==> config.mk <==
export PLATFORM = sky130hd
export DESIGN_NAME = pc_sequencer
export DESIGN_NICKNAME = d
export VERILOG_FILES = /design/src/rtl/pc_sequencer.sv
export SDC_FILE = /design/constraint.sdc
export NUM_CORES = 1
export LEC_CHECK = 0
export CAP_MARGIN = 5
export CELL_PAD_IN_SITES_DETAIL_PLACEMENT = 1
export CELL_PAD_IN_SITES_GLOBAL_PLACEMENT = 1
export CORE_MARGIN = 1
export CORE_UTILIZATION = 41
export CTS_CLUSTER_DIAMETER = 50
export DETAILED_ROUTE_END_ITERATION = 16
export MAX_ROUTING_LAYER = met4
export PLACE_DENSITY = 0.88
export SLEW_MARGIN = 0
export SYNTH_ARGS = -nofsm -noshare
export SYNTH_HDL_FRONTEND = slang
export SYNTH_SLANG_ARGS = --single-unit
==> constraint.sdc <==
create_clock -name clk -period 6.2 [get_ports clk]
set_input_delay 1.86 -clock clk [delete_from_list [all_inputs] [get_ports clk]]
set_output_delay 1.86 -clock clk [all_outputs]
set_load 0.05 [all_outputs]
==> src/rtl/pc_sequencer.sv <==
// Fetch/decode sequencer: one outstanding instruction fetch, a single held slot
// toward decode, branch squashing and halt. Trap support is built with PC_SEQUENCER_TRAP_EN.
module pc_sequencer #(
  parameter int                WIDTH        = 32,
  parameter logic [WIDTH-1:0]  RESET_VECTOR = '0,
  parameter logic [WIDTH-1:0]  TRAP_VECTOR  = WIDTH'(4)
) (
  input  logic             clk,
  input  logic             rst_n,
  output logic             imem_req,
  output logic [WIDTH-1:0] imem_addr,
  input  logic             imem_ack,
  input  logic [31:0]      imem_data,
  output logic             instr_valid,
  output logic [31:0]      instr,
  output logic [WIDTH-1:0] instr_pc,
  input  logic             instr_ready,
  input  logic             redirect,
  input  logic [WIDTH-1:0] redirect_pc,
  input  logic             trap,
  output logic             halted
);

  localparam logic [1:0] FETCH  = 2'd0;
  localparam logic [1:0] HOLD   = 2'd1;
  localparam logic [1:0] SQUASH = 2'd2;
  localparam logic [1:0] HALT   = 2'd3;

  logic [1:0]       r_state;
  logic [WIDTH-1:0] r_pc;
  logic [WIDTH-1:0] r_pc_next;
  logic [31:0]      r_instr;
  logic [WIDTH-1:0] r_instr_pc;

  logic             w_trap;
  logic             w_jump;
  logic [WIDTH-1:0] w_tgt;

`ifdef PC_SEQUENCER_TRAP_EN
  assign w_trap = trap;
`else
  assign w_trap = 1'b0 & trap;
`endif

  // Trap outranks redirect; both share the same squash machinery.
  assign w_jump = w_trap | redirect;
  assign w_tgt  = w_trap ? TRAP_VECTOR : redirect_pc;

  assign imem_req    = (r_state == FETCH) || (r_state == SQUASH);
  assign imem_addr   = r_pc;
  assign instr_valid = (r_state == HOLD);
  assign instr       = r_instr;
  assign instr_pc    = r_instr_pc;
  assign halted      = (r_state == HALT);

  always_ff @(posedge clk or negedge rst_n) begin
    if (!rst_n) begin
      r_state    <= FETCH;
      r_pc       <= RESET_VECTOR;
      r_pc_next  <= RESET_VECTOR;
      r_instr    <= '0;
      r_instr_pc <= '0;
    end else begin
      case (r_state)
        FETCH: begin
          if (w_jump && imem_ack) begin
            r_pc <= w_tgt;
          end else if (w_jump) begin
            r_pc_next <= w_tgt;
            r_state   <= SQUASH;
          end else if (imem_ack) begin
            r_instr    <= imem_data;
            r_instr_pc <= r_pc;
            r_state    <= HOLD;
          end
        end
        HOLD: begin
          if (w_jump) begin
            r_pc    <= w_tgt;
            r_state <= FETCH;
          end else if (instr_ready) begin
            r_pc    <= r_instr_pc + WIDTH'(1);
            r_state <= (r_instr == 32'hFFFF_FFFF) ? HALT : FETCH;
          end
        end
        SQUASH: begin
          // The stale response still has to drain before the target is fetched.
          if (imem_ack) begin
            r_pc    <= w_jump ? w_tgt : r_pc_next;
            r_state <= FETCH;
          end else if (w_jump) begin
            r_pc_next <= w_tgt;
          end
        end
        default: begin
          if (w_trap) begin
            r_pc    <= TRAP_VECTOR;
            r_state <= FETCH;
          end
        end
      endcase
    end
  end

endmodule

==> results.md <==
- Status: finished clean
- Number of global-route vias before repair: roughly 6300
- CP Max Fanout: 23
- GR Util met3: ~7.2%
- NetSw: 3030 uW
- Cell Area, Synth: 0.00654 sq mm
- Antenna viol nets, final: 0
- CP startpoint kind: flip-flop
- Post-CTS Resized: 0
- Async set or reset register ratio after synthesis: 100%
- Crit-path cells: inv_1 > ha_1 > clkdlybuf4s50_1
- Largest net degree at the start of global routing: 52
- Skew-Pair Late Insertion Delay: between 0.4 and 0.5 ns
- Critical Path RT: 4.34 ns
- Sw Ratio: around half
- Diode count: 0
- Syn Area/Cell: between 10 and 15 sq um
- Initial antenna violation count: 0
- Number of synthesis warnings: 0
- Final setup vio count: 0
- Area of the multi-input gates: roughly 0.0031 sq mm
- Ports: around 170
- Die X: between 100 and 150 um
- Worst EP arrival: between 2 and 3 ns
- Count of cell types in the netlist: 47
- TNS Setup: 0 ns
- Int Pwr: between 3000 and 4000 uW
- Final WL: approximately 23 mm
- Leak pwr: about 0.0036 uW
- Port bufs: between 150 and 200
- # DRC: 0
- Total GRT Usage: between 20 and 30%
- First-pass GRT wire length: approximately 36 mm
- Place WS: 1.22 ns
- Most frequent cells in the layout: clkdlybuf4s50_1 (166), dfrtp_1 (130), mux2_2 (100)
- MaxCap Viol Count: 0
- Layout cells sized above 1: 19.3%
- Crit-path leading delay family: buffers and inverters
- Crit-path max cell delay: 0.99 ns
- Initial DRC count: ~420
- Fill cells: roughly 1600
- Cell taking the most area after synthesis: dfrtp_1
- Sequential share of the synthesized area: 49.7%
- Post-Syn Instances: 598
- DIE AREA: around 0.016 sq mm
- Worst-path clk slew: 0.06 ns
- Worst path bufs/invs: 2
- Nets: 828
- Achievable frequency: roughly 210 MHz
- Maximum root-to-sink buffer count: 2
- Sequential power share: between 20 and 30%
- CTS Root Cell: clkbuf_16
- Die height: 128 um
- Hold wc startpoint: r_pc_next[7]
- Initial Util: between 40% and 50%
- Top FF cell, synth: dfrtp_1
- Top cell type's share of synthesized area: 49.7%
- FF-to-FF path depth: 8
- GR Overflow Total: 0
- Met1 Use GR: between 30% and 40%
- Vias after detailed routing: 5808
- Hold_buf cts: 0
- RSZ-0062 raised after global routing: no
- Measured slew at the worst slew-check pin: ~1.3 ns
- H-Tree Level Count: 4
- Layer with the highest usage: met2
- Synth top area cells: dfrtp_1 (50%), mux2_2 (17%), o21ai_0 (2.8%)
- Commonest non-fill, non-tap cell in the layout: clkdlybuf4s50_1
- TritonCTS Buffers: 17
- Tmin final: ~4.7 ns
- Slew margin rel.: under 10%
- CTS tree: yes
- PD cells: slightly below 700 mW/mm^2
- Seq cells post-synth: 130
- TritonRoute pass-1 iters: 4
- Clock power share: about 18%
- CP startpoint: r_state[1]
- Avg WL per Cell: ~24 um
- Worst Setup End Kind: output port
- Post-CTS setup buffer count: 0
- Routability cong.: roughly 0.9
- Post-synth EDFFs: 0
- Core Area: between 0.015 and 0.02 sq mm
- Final Max Tran Viols: 0
- Gate power share: 54.1%
- Reg2Reg Capture Point: imem_addr[29]
- Synthesized Nets: approximately 670
- Area Overhead vs Synth: 37.9%
- Hold Path Class: reg2reg
- Worst R2R Setup Slack: 2.74 ns
- Detail-routed via count per cell: slightly below 6
- WHS Path Cells: 1
- Hold Path End: r_pc_next[7]
- Final Hold Fails: 0
- Sequential cell area: around 0.0033 sq mm
- PnR worst setup slack: about 1.5 ns
- M2 GR Usage: about half
- Clock tree sinks: 130
- R2R Path Start: r_state[1]
- Row cnt: 45
- Tcrit/Tclk final: between 70% and 80%
- Final Skew: roughly 0.01 ns
- Hpwl dp: 15.1 mm
- Slowest-stage cell, CP: clkdlybuf4s50_1
- Worst vdd ir: 0.332 mV
- Setup CP Type: reg2out
## cells by family (layout without fill, tap and decap cells)
| kind of cell | after synthesis | count (layout) | share of synthesized area, % |
|---|---|---|---|
| AO/OA/AOI/OAI | 118 | 118 | 12.4 |
| XOR/XNOR | 21 | 21 | 2.81 |
| adder cells (fa/ha/maj) | 5 | 5 | 0.956 |
| buffers and inverters | 50 | 218 | 2.93 |
| flip-flops | 130 | 130 | 49.7 |
| multiplexers | 108 | 108 | 18.4 |
| AND/OR/NAND/NOR | 166 | 166 | 12.7 |
## power by group through the flow
| stage | Sequential (uW) | Combinational [uW] | Clock (uW) |
|---|---|---|---|
| 2_1_floorplan | 2700 | 1160 | 0 |
| 3_3_place_gp | 1690 | 3210 | 0 |
| 3_5_place_dp | 1750 | 3320 | 0 |
| 4_1_cts | 1750 | 3360 | 1100 |
| 5_1_grt | 1810 | 3500 | 1130 |
| 6_report | 1760 | 3350 | 1090 |
## worst register-to-register path, cell delays in order, from the launching register on
cell and delay, ns:
dfrtp_1 0.41, inv_1 0.11, ha_1 0.88, or2_2 0.37
nor2_1 0.11, nor3b_2 0.33, buf_4 0.40, nand2_1 0.31
o32ai_1 0.42
## cell usage after synthesis, drive strengths merged (4+ instances only)
library cell / instances
a221oi: 12
o21ai: 36
xnor2: 13
a32oi: 5
nor4: 9
mux2: 100
clkbuf: 30
dfrtp: 130
o31ai: 4
ha: 5
nor2: 40
nand4: 17
o32ai: 6
nand3: 19
o211ai: 4
buf: 9
or4: 5
inv: 11
a22o: 8
a311oi: 7
a21oi: 12
nor2b: 8
mux2i: 8
a21o: 5
a31oi: 6
xor2: 8
nand2: 35
nor3: 16
## state kept, by name, indices dropped and copies added, names as in the netlist
name / flops
r_pc_next: 32
r_state: 2
instr: 32
imem_addr: 32
instr_pc: 32
## layer usage
metal / wire (um) / up-vias / part of all wire [%]
met3: 1640 / 49 / 7.1
met1: 9010 / 2981 / 39
li1: - / 2531 / -
met2: 11800 / 247 / 51
met5: 0 / - / 0
met4: 638 / 0 / 2.8
## cell type report
type | count | area share, %
multi-input cells | 418 | 34.4
well taps | 211 | 2.93
flip-flops and latches | 130 | 36.1
repair buffers | 175 | 19.2
clock inverters | 13 | 2.05
inverters | 11 | 0.458
clock buffers | 19 | 4.91
## per-stage QoR
step / power [uW] / util, % / std cells / hold slack, ns / area [sq um]
finish: 6200 / 58.7 / 977 / 0.508 / 9020
detailed placement: 5070 / 54.6 / 945 / 0.492 / 8390
floorplan: 3850 / - / 598 / 0.474 / 6540
global placement: 4900 / 54.6 / 945 / 0.483 / 8390
CTS: 6210 / 58.7 / 977 / 0.509 / 9020
global route: 6450 / 58.7 / 977 / 0.522 / 9020
## how the worst max path moves through the flow
| stage | end | slack, ns | cells after the start |
|---|---|---|---|
| after detailed placement | imem_addr[29] | 1.22 | 8 |
| after global placement | imem_addr[25] | 1.37 | 8 |
| final | instr_valid | 1.53 | 3 |
| after global routing | instr_valid | 1.47 | 3 |
| after floorplan | imem_addr[17] | 2.96 | 7 |
| after CTS | instr_valid | 1.57 | 3 |
Power figures use the tool's default switching activity.
